<file path="src/rtl/ps2_rx_fifo.sv">
// PS/2 keyboard receiver: synchronises ps2clk/ps2data, deframes 11-bit frames and
// queues good scancodes in a FIFO behind a registered status/data word.
// Define PS2_BREAK_FILTER_EN to swallow 0xF0 break prefixes and the byte after them.
module ps2_rx_fifo #(
    parameter int DEPTH       = 8,
    parameter int TIMEOUT     = 20000,
    parameter int SYNC_STAGES = 2
) (
    input  logic        clk,
    input  logic        rst,
    input  logic        ps2clk,
    input  logic        ps2data,
    input  logic        rd,
    input  logic        clr,
    output logic [31:0] out,
    output logic        irq
);

    localparam int PW   = $clog2(DEPTH);
    localparam int TO_W = $clog2(TIMEOUT + 1);

    typedef enum logic [1:0] {S_IDLE, S_DATA, S_PARITY, S_STOP} state_t;

    logic [SYNC_STAGES-1:0] clk_sync;
    logic [SYNC_STAGES-1:0] data_sync;
    logic                   clk_prev;
    logic                   clk_s;
    logic                   data_s;
    logic                   fall;

    state_t    state, state_n;
    logic [2:0] bitcnt, bitcnt_n;
    logic [7:0] shreg, shreg_n;
    logic       par, par_n;
    logic [TO_W-1:0] tcnt, tcnt_n;
    logic       frame_ok;
    logic       frame_err;
    logic       keep;

    logic [7:0]    mem [DEPTH];
    logic [PW-1:0] wptr;
    logic [PW-1:0] rptr;
    logic [4:0]    count;
    logic          ovf;
    logic          err;
    logic          empty;
    logic          full;
    logic          pop;
    logic          push_ok;
    logic          ovf_set;

    assign clk_s  = clk_sync[SYNC_STAGES-1];
    assign data_s = data_sync[SYNC_STAGES-1];
    assign fall   = clk_prev & ~clk_s;

    // Sync flops clear to 0 so reset release can never fabricate a falling edge.
    always_ff @(posedge clk or negedge rst) begin
        if (!rst) begin
            clk_sync  <= '0;
            data_sync <= '0;
            clk_prev  <= 1'b0;
        end else begin
            clk_sync  <= {clk_sync[SYNC_STAGES-2:0], ps2clk};
            data_sync <= {data_sync[SYNC_STAGES-2:0], ps2data};
            clk_prev  <= clk_s;
        end
    end

    always_ff @(posedge clk or negedge rst) begin
        if (!rst) begin
            state  <= S_IDLE;
            bitcnt <= '0;
            shreg  <= '0;
            par    <= 1'b0;
            tcnt   <= '0;
        end else begin
            state  <= state_n;
            bitcnt <= bitcnt_n;
            shreg  <= shreg_n;
            par    <= par_n;
            tcnt   <= tcnt_n;
        end
    end

    always_comb begin
        state_n   = state;
        bitcnt_n  = bitcnt;
        shreg_n   = shreg;
        par_n     = par;
        tcnt_n    = '0;
        frame_ok  = 1'b0;
        frame_err = 1'b0;
        if (state != S_IDLE) tcnt_n = fall ? '0 : tcnt + 1'b1;
        case (state)
            S_IDLE: begin
                if (fall && !data_s) begin
                    state_n  = S_DATA;
                    bitcnt_n = '0;
                end
            end
            S_DATA: begin
                if (fall) begin
                    shreg_n  = {data_s, shreg[7:1]};
                    bitcnt_n = bitcnt + 3'd1;
                    if (bitcnt == 3'd7) state_n = S_PARITY;
                end
            end
            S_PARITY: begin
                if (fall) begin
                    par_n   = data_s;
                    state_n = S_STOP;
                end
            end
            S_STOP: begin
                if (fall) begin
                    state_n = S_IDLE;
                    if (data_s && (^{shreg, par})) frame_ok = 1'b1;
                    else frame_err = 1'b1;
                end
            end
            default: state_n = S_IDLE;
        endcase
        // Line went quiet mid-frame: abandon the partial byte.
        if (state != S_IDLE && !fall && tcnt == TO_W'(TIMEOUT - 1)) begin
            state_n   = S_IDLE;
            tcnt_n    = '0;
            frame_err = 1'b1;
        end
    end

`ifdef PS2_BREAK_FILTER_EN
    logic drop, drop_n;

    always_comb begin
        keep   = 1'b0;
        drop_n = drop;
        if (frame_err) begin
            drop_n = 1'b0;
        end else if (frame_ok) begin
            if (drop) drop_n = 1'b0;
            else if (shreg == 8'hF0) drop_n = 1'b1;
            else keep = 1'b1;
        end
    end

    always_ff @(posedge clk or negedge rst) begin
        if (!rst) drop <= 1'b0;
        else      drop <= drop_n;
    end
`else
    assign keep = frame_ok;
`endif

    assign empty   = (count == 5'd0);
    assign full    = (count == 5'(DEPTH));
    assign pop     = rd && !empty;
    assign push_ok = keep && (!full || pop);
    assign ovf_set = keep && full && !pop;

    always_ff @(posedge clk or negedge rst) begin
        if (!rst) begin
            for (int i = 0; i < DEPTH; i++) mem[i] <= '0;
            wptr  <= '0;
            rptr  <= '0;
            count <= '0;
            ovf   <= 1'b0;
            err   <= 1'b0;
            irq   <= 1'b0;
            out   <= '0;
        end else begin
            if (push_ok) begin
                mem[wptr] <= shreg;
                wptr      <= wptr + 1'b1;
            end
            if (pop) rptr <= rptr + 1'b1;
            count <= count + {4'd0, push_ok} - {4'd0, pop};
            // A set event in the same cycle as clr wins.
            if (ovf_set)   ovf <= 1'b1;
            else if (clr)  ovf <= 1'b0;
            if (frame_err) err <= 1'b1;
            else if (clr)  err <= 1'b0;
            irq <= push_ok;
            out <= {!empty, ovf, err, count, 16'h0000, empty ? 8'h00 : mem[rptr]};
        end
    end

endmodule

</file>
<file path="config.mk">
export PLATFORM = sky130hd
export DESIGN_NAME = ps2_rx_fifo
export DESIGN_NICKNAME = d
export VERILOG_FILES = /design/src/rtl/ps2_rx_fifo.sv
export SDC_FILE = /design/constraint.sdc
export NUM_CORES = 1
export LEC_CHECK = 0
export ABC_AREA = 1
export CAP_MARGIN = 15
export CORE_MARGIN = 3
export CORE_UTILIZATION = 50
export CTS_CLUSTER_SIZE = 30
export DETAILED_ROUTE_END_ITERATION = 7
export GPL_TIMING_DRIVEN = 0
export PLACE_DENSITY_LB_ADDON = 0.15
export SYNTH_ARGS = -nofsm -noshare
export SYNTH_HDL_FRONTEND = slang
export SYNTH_SLANG_ARGS = --single-unit
</file>
<file path="constraint.sdc">
create_clock -name clk -period 3.18 [get_ports clk]
set_input_delay 0.477 -clock clk [delete_from_list [all_inputs] [get_ports clk]]
set_output_delay 0.477 -clock clk [all_outputs]
set_load 0.03 [all_outputs]
</file>
After elaboration in Yosys (flattened, before gate mapping)
Index checks and enable logic that the tools add are counted.
{ "word_totals": {"reg_bits": 128, "latch_bits": 0, "ramBits": 0, "romBits": 0, "in_bits": 6, "word_cells": 105, "mem_count": 0} }
{ "op_classes": {"add_sub_neg": 6, "mul": 0, "n_div": 0, "n_lt_le_gt_ge": 3, "eq_ne": 13, "shifts": 0, "muxes": 30, "bitwise": 4, "reduce_logical": 26} }
{ "op_table": {"columns": ["operator", "count"], "rows": [
  ["$bwmux 64", 1],
  ["$mux 15", 3],
  ["$mux 8", 4],
  ["$bmux 8 s3", 1],
  ["$demux 8 s3", 1],
  ["$add 15x1->15 const B", 1],
  ["$eq 15x15->1 const B", 1],
  ["$ne 3x3->1 const B", 5],
  ["$mux 2", 6],
  ["$mux 1", 10],
  ["$add 3x1->3 const B", 3],
  ["$logic_and 1x1->1", 9],
  ["$reduce_xor 9->1", 1],
  ["$ge 4x4->1 const B", 2],
  ["$not 3->4", 2],
  ["$pmux 2 s4", 1],
  ["$reduce_bool 2->1", 4],
  ["$mux 3", 2],
  ["$pmux 3 s2", 1],
  ["$add 5x1->5", 1],
  ["$eq 5x4->1 const B", 1],
  ["$logic_not 1->1", 5],
  ["$logic_not 5->1", 1],
  ["$reduce_and 5->1", 1],
  ["12 further kinds", 15]
]} }

Logic depth before layout (Yosys ltp)
Gate-level depths: netlist (run 1).
{ "logic_depth": {"ltp_word": 8, "ltp_mapped": 20, "ltp_nobuf": 19} }

Worst setup path after synthesis (run 1)
OpenSTA, ideal clock, no wires.
{ "synth_timing": {"path_kind": "register to register", "startpoint": "register shreg[0]", "endpoint": "register count[4]", "setup_time_ns": 0.079, "arrival_time_ns": 2.680, "setup_slack_ns": 0.421, "path_stages_with_launch": 21, "path_cell_list": "dfrtp_1 > buf_4 > nand2_1 > nand2_1 > nand2_1 > nand2_1 > nand2_2 > nand2_1 > nand2_1 > nand3_2 > nor2_4 > buf_6 > nand2_1 > ha_1 > inv_1 > ha_1 > fa_1 > a21oi_1 > nor2_1 > nor2_1 > xor2_1"} }
{ "synth_via": {"elab_chain_len": 8} }
{ "synth_rtl": {"columns": ["item", "line_no", "source"], "rows": [
  ["start: declaration", "33", "logic [7:0] shreg, shreg_n;"],
  ["start signal: assignment", "79", "shreg <= shreg_n;"],
  ["$reduce_xor 9->1", "117", "if (data_s && (^{shreg, par})) frame_ok = 1'b1;"],
  ["$logic_and 1x1->1", "117", null],
  ["$mux 1", "117", null],
  ["$mux 1", "115", "if (fall) begin"],
  ["$mux 1", "94", "case (state)"],
  ["$logic_and 1x1->1", "157", "assign push_ok = keep && (!full || pop);"],
  ["$add 5x1->5", "176", "count <= count + {4'd0, push_ok} - {4'd0, pop};"],
  ["$sub 5x1->5", "176", null],
  ["end signal: assignment", "176", null],
  ["end: declaration", "43", "logic [4:0] count;"]
]} }
No other way between the ends.
A chain may end at the register's enable or synchronous reset.

Final worst setup path (run 1)
{ "layout_timing": {"startpoint": "register count[3]", "endpoint": "register count[4]"} }
{ "layout_via": {"elab_chain_len": 7} }
{ "layout_rtl": {"columns": ["item", "line_no", "source"], "rows": [
  ["$logic_not 5->1", "154", "assign empty = (count == 5'd0);"],
  ["$logic_not 1->1", "156", "assign pop = rd && !empty;"],
  ["$logic_and 1x1->1", "156", null],
  ["$logic_or 1x1->1", "157", null],
  ["$logic_and 1x1->1", "157", null],
  ["$add 5x1->5", "176", null],
  ["$sub 5x1->5 (*)", "176", null]
]} }
Mark *: on every way between the ends. The rest lies on a longest branch, timed or not.

==> flow_summary.yaml, run 1 <==
grt:
  grt_antenna_before_repair: 0
  grt_pass1_vias: 5166
  overflow: 0
  grtUsageTotal_pct: 22.9
  grt_pass1_wl_um: 25800
  grt_max_degree: 81
pwr:
  powerDensity_nw_per_um2: 866
  p_leak_nw: 3.77
  irDropWorstVdd_mv: 0.464
final_layout:
  num_antenna_cells: 0
  fin_cells: 975
  utilization_pct: 61.9
  layout-drive-gt1-share_pct: 12.1
  postLayoutCellArea_sq_um: 7560
  layout.nets: 817
  syn_to_final_growth_pct: 18.7
  fillers: 1048
clock_network:
  h-tree-depth: 4
  cts_inserted_buffers: 17
  cts_tree: "built"
  cts.clk_slew.worst_paths_ns: 0.06
  clk_latency_ns: 0.42
  clock-sinks: 128
  cts_buffer_depth: 2
  root_buffer: "clkbuf_16"
placed_design:
  dpl_cell_area_sq_um: 6890
  pre_cts_slack_ns: -0.117
  place_inst: 939
  routabilityCongestion: 0.968
  place_hpwl_um: 10400
  portBuffers: 22
critical_path:
  cp_slowest_cell: "dfrtp_1"
  cp_top_family: "adder cells"
  slowest_delay_ns: 0.40
  end_kind: "register"
  path_depth: 15
  cp_num_buf_inv: 3
  crit_top_cell: "ha_1"
  start_kind: "register"
  r2r_slack_ns: 0.23
  crit_type: "register to register"
  cp_max_fo: 10
  arrival_ns: 3.30
  worstPathCellList: "inv_1, ha_1, nand3_2, nand2_1, nand2_2, buf_4, nand2_2, ha_1, inv_1, ha_1, fa_2, a21oi_1, nor2_1, nor2_1, xor2_1"
  ff2ff_path_depth: 15
  required_ns: 3.53
hold_path:
  min_path_cells: 0
  hold_class: "register to register"
synthesis:
  synth_seq_cells: 128
  synth_edf_count: 0
  yosys_warnings: 0
  yosysSeqAreaShare_pct: 50.3
  synth_top_cell_area_share_pct: 50.3
  syn_area_sq_um: 6370
  avgSynthCellArea_sq_um: 8.69
  synth_flop_cell: "dfrtp_1"
  async_reset_ff_share_pct: 100
  postSynthCellCount: 733
  yosysUniqueCellTypes: 36
  synth_top_area_cell: "dfrtp_1"
  synth_area_leaders: "dfrtp_1 50%, nand2_1 11%, nand4_1 6.6%, o21ai_0 5.0%, nor2_1 4.5%"
floorplan:
  dieHeight_um: 119
  dieWidth_um: 119
  pin_count: 39
  coreArea_sq_um: 12200
  initial_core_util_pct: 52.2
  die_area_sq_um: 14100
  num_rows: 40
timing:
  finalSetupViolations: 0
  min_period_ns: 2.95
  hold_violations: 0
  finalClockSkew_ns: 0.00754
  relSlewSlack_pct: 42.0
  tightestPinTransition_ns: 0.866
  grt_setup_unrepaired: "false"
  fmax_mhz: 339
  worst_slack_ns: 0.229
  fin_crit_sh_pct: 92.8
  slew_violations: 0
drt:
  ant_nets: 0
  drtIter0Drc: 446
  wl_per_cell_um: 15.7
  route.detailed.drc: 0
  drt_first_pass_iters: 4
  drt-vias-per-instance: 5.40
  wirelength_um: 15300
  via_count: 5266
run:
  cap_viol_max_count: 0
status:
  status: "complete, no violations"
## cell families after synthesis
kind of cell,after synthesis,share of synthesized area [%]
AO/OA/AOI/OAI,98,8.25
XOR/XNOR,10,1.37
adder cells (fa/ha/maj),17,3.46
buffers and inverters,98,7.56
flip-flops,128,50.3
other,1,0.0589
AND/OR/NAND/NOR,381,29.0
## final timing paths
check | startpoint | to
worst max register to register | count[3]$_DFF_PN0_ | count[4]$_DFF_PN0_
max in group asynchronous | rst | tcnt[4]$_DFF_PN0_
worst min register to register | data_sync[0]$_DFF_PN0_ | data_sync[1]$_DFF_PN0_
worst min-delay path | data_sync[0]$_DFF_PN0_ | data_sync[1]$_DFF_PN0_
worst max-delay path | count[3]$_DFF_PN0_ | count[4]$_DFF_PN0_
min in group asynchronous | rst | mem[9]$_DFFE_PN0P_
## registers in the layout (all words and copies together) (netlist names), 3 cells and up
signal,flops
shreg,8
rptr,3
out,16
tcnt,15
mem,64
bitcnt,3
wptr,3
count,5
## synth_stat cells (all sizes together) (2+ instances only)
cell and count:
nand2 197, dfrtp 128, nor2 81, nand4 75
o21ai 64, inv 47, buf 37, nand3 20
ha 16, a21oi 13, clkbuf 13, xor2 9
a31oi 8, o22ai 8, nor3 4, o21a 2
## power by group
| group | total [mW] | switching [mW] | internal (mW) |
|---|---|---|---|
| logic | 2.40 | 1.62 | 0.783 |
| clock network | 2.08 | 0.710 | 1.37 |
| registers | 2.07 | 0.169 | 1.90 |
## through the flow
step	hold slack, ns	total power [mW]	TNS, ns
final	0.351	6.54	0
after global routing	0.365	6.94	0
after CTS	0.357	6.55	0
after detailed placement	0.345	4.48	-0.117
after global placement	0.334	4.41	-422.56
after floorplan	0.181	3.75	0
## final cells by class
cell class	count	area, sq um	share of cell area (%)
Sequential cell	128	3200	42.4
Multi-Input combinational cell	522	2750	36.4
Clock buffer	21	470	6.22
Buffer	50	304	4.02
Timing Repair Buffer	27	282	3.72
Tap cell	168	210	2.78
Inverter	48	180	2.38
Clock inverter	11	160	2.12
## cells in the final DEF (no fill, tap or decap), types with 9 or more instances in the layout
| master | netlist | layout |
|---|---|---|
| nand4_1 | 67 | 67 |
| nor2_1 | 77 | 77 |
| nand3_1 | 16 | 16 |
| dfrtp_1 | 128 | 128 |
| clkbuf_16 | 0 | 17 |
| buf_4 | 22 | 26 |
| inv_1 | 45 | 45 |
| nand2_1 | 194 | 192 |
| ha_1 | 16 | 16 |
| clkdlybuf4s50_1 | 0 | 21 |
| buf_2 | 13 | 12 |
| o21ai_0 | 64 | 64 |
| xor2_1 | 9 | 9 |
| conb_1 | 1 | 16 |
| a21oi_1 | 13 | 13 |
| clkbuf_1 | 13 | 14 |
## layer usage
metal | GRT usage (%) | routed length, um | vias up | share of wire, %
li1 | - | - | 2554 | -
met1 | 30.7 | 6770 | 2527 | 44
met2 | 36.3 | 7320 | 154 | 48
met3 | 5.46 | 845 | 31 | 5.5
met4 | 8.76 | 398 | 0 | 2.6
met5 | 0 | 0 | - | 0
## what timing repair did
action	in CTS	in global routing
setup endpoints to repair	1	1
hold endpoints to repair	3	0
resized for setup	1	3
pin swaps	1	0
hold buffers	1	0
buffers inserted	1	2
cloned	0	0
(Power assumes the default switching activity.)
==> run 2: changes to the inputs <==
==> constraint.sdc (replaced) <==
create_clock -name clk -period 3.6 [get_ports clk]
set_input_delay 0.54 -clock clk [delete_from_list [all_inputs] [get_ports clk]]
set_output_delay 0.54 -clock clk [all_outputs]
set_load 0.03 [all_outputs]
==> flow_summary.yaml, run 2 (same netlist as run 1, synthesis figures left out) <==
clock_network:
  post_cts_buffers: 0
  cts.clk_slew.worst_paths_ns: 0.06
  cts_resized: 0
  clock-sinks: 128
  root_buffer: "clkbuf_16"
  ctsHoldBuffers: 0
  cts_inserted_buffers: 17
  clk_latency_ns: 0.42
  cts_buffer_depth: 2
  cts_tree: "built"
  h-tree-depth: 4
critical_path:
  cp_num_buf_inv: 3
  crit_type: "register to register"
  ff2ff_path_depth: 15
  reg2reg_from: "count[3]$_DFF_PN0_"
  slowest_delay_ns: 0.40
  cp_top_family: "adder cells"
  cp_slowest_cell: "dfrtp_1"
  cp_max_fo: 10
  end_kind: "register"
  path_depth: 15
  arrival_ns: 3.61
  worstPathCellList: "inv_1, ha_1, nand3_2, nand2_1, nand2_1, buf_2, nand2_1, ha_1, inv_1, ha_1, fa_1, a21oi_1, nor2_1, nor2_1, xor2_1"
  required_ns: 3.95
  timing.rr.end: "count[4]$_DFF_PN0_"
  start_kind: "register"
  r2r_slack_ns: 0.34
floorplan:
  die_area_sq_um: 14100
  pin_count: 39
  coreArea_sq_um: 12200
  initial_core_util_pct: 52.2
  dieWidth_um: 119
  dieHeight_um: 119
  num_rows: 40
pwr:
  powerDensity_nw_per_um2: 768
  p_leak_nw: 3.75
  irDropWorstVdd_mv: 0.409
timing:
  finalClockSkew_ns: 0.00680
  slew_violations: 0
  grt_setup_unrepaired: "false"
  fmax_mhz: 307
  tightestPinTransition_ns: 0.843
  hold_violations: 0
  finalSetupViolations: 0
  fin_crit_sh_pct: 90.5
  hold_ws_ns: 0.0520
  relSlewSlack_pct: 43.6
  tns_ns: 0
  min_period_ns: 3.26
final_layout:
  layout-drive-gt1-share_pct: 11.5
  multi_input_area_sq_um: 2740
  layout.nets: 813
  largest_reg_flops: 64
  mostFrequentLayoutCells: "194 x nand2_1, 128 x dfrtp_1, 77 x nor2_1, 67 x nand4_1, 64 x o21ai_0"
  num_antenna_cells: 0
  fillers: 1055
  seq_area_sq_um: 3200
  final_common_cell: "nand2_1"
  top_regs: "mem x64, out x16, tcnt x15"
  largest_register: "mem"
  syn_to_final_growth_pct: 18.0
run:
  cap_viol_max_count: 0
drt:
  drt_first_pass_iters: 5
  via_count: 5231
  route.detailed.drc: 0
  drtIter0Drc: 518
  ant_nets: 0
  wl_per_cell_um: 15.8
  drt-vias-per-instance: 5.39
  wirelength_um: 15300
placed_design:
  place_hpwl_um: 10400
  routabilityCongestion: 0.968
  portBuffers: 22
grt:
  grt_pass1_wl_um: 25700
  grt_busiest_layer: "met2"
  grt_antenna_before_repair: 0
  met2_usage_pct: 36.1
  grtUsageTotal_pct: 22.9
  use_met1_pct: 30.6
  grt_pass1_vias: 5157
  grt_max_degree: 81
  overflow: 0
  grtUsageMet3_pct: 5.41
status:
  status: "complete, no violations"
hold_path:
  hold_class: "primary input to asynchronous set/reset pin"
[run 2: how the worst max path moves through the flow]
stage                                     from                    end  slack [ns]
after global routing        count[3]$_DFF_PN0_     count[4]$_DFF_PN0_        0.14
final                       count[3]$_DFF_PN0_     count[4]$_DFF_PN0_        0.34
after global placement                     rst  clk_sync[0]$_DFF_PN0_       -2.95
after CTS                   count[3]$_DFF_PN0_     count[4]$_DFF_PN0_        0.35
after floorplan           shreg[0]$_DFFE_PN0P_     count[4]$_DFF_PN0_        0.84
after detailed placement                    rd     count[4]$_DFF_PN0_        0.24
[run 2: report_power, final]
part | switching, mW | total [mW] | internal (mW)
logic | 1.43 | 2.12 | 0.686
clock network | 0.626 | 1.83 | 1.21
registers | 0.148 | 1.82 | 1.67
[run 2: layout make-up]
| cell class | instances | share of cell area [%] |
|---|---|---|
| timing repair buffer | 23 | 3.31 |
| clock buffer | 21 | 6.26 |
| buffer | 50 | 4.01 |
| tap | 168 | 2.80 |
| clock inverter | 11 | 2.13 |
| multi-input combinational | 522 | 36.5 |
| sequential | 128 | 42.6 |
| inverter | 48 | 2.40 |
[run 2: per-layer routing]
| metal | routed length [um] | vias to the layer above | share of wire, % |
|---|---|---|---|
| li1 | - | 2542 | - |
| met1 | 6700 | 2496 | 44 |
| met2 | 7370 | 166 | 48 |
| met4 | 357 | 0 | 2.3 |
| met5 | 0 | - | 0 |
| met3 | 897 | 27 | 5.9 |
[run 2: per-stage QoR]
step	power, mW	utilization [%]	worst slack, ns	cells	instance area (sq um)
after CTS	5.79	61.6	0.351	971	7520
after global placement	3.90	56.2	-2.95	938	6860
after floorplan	3.31	-	0.841	748	6430
final	5.77	61.6	0.342	971	7520
after global routing	6.12	61.6	0.141	971	7520
after detailed placement	3.95	56.4	0.240	939	6890
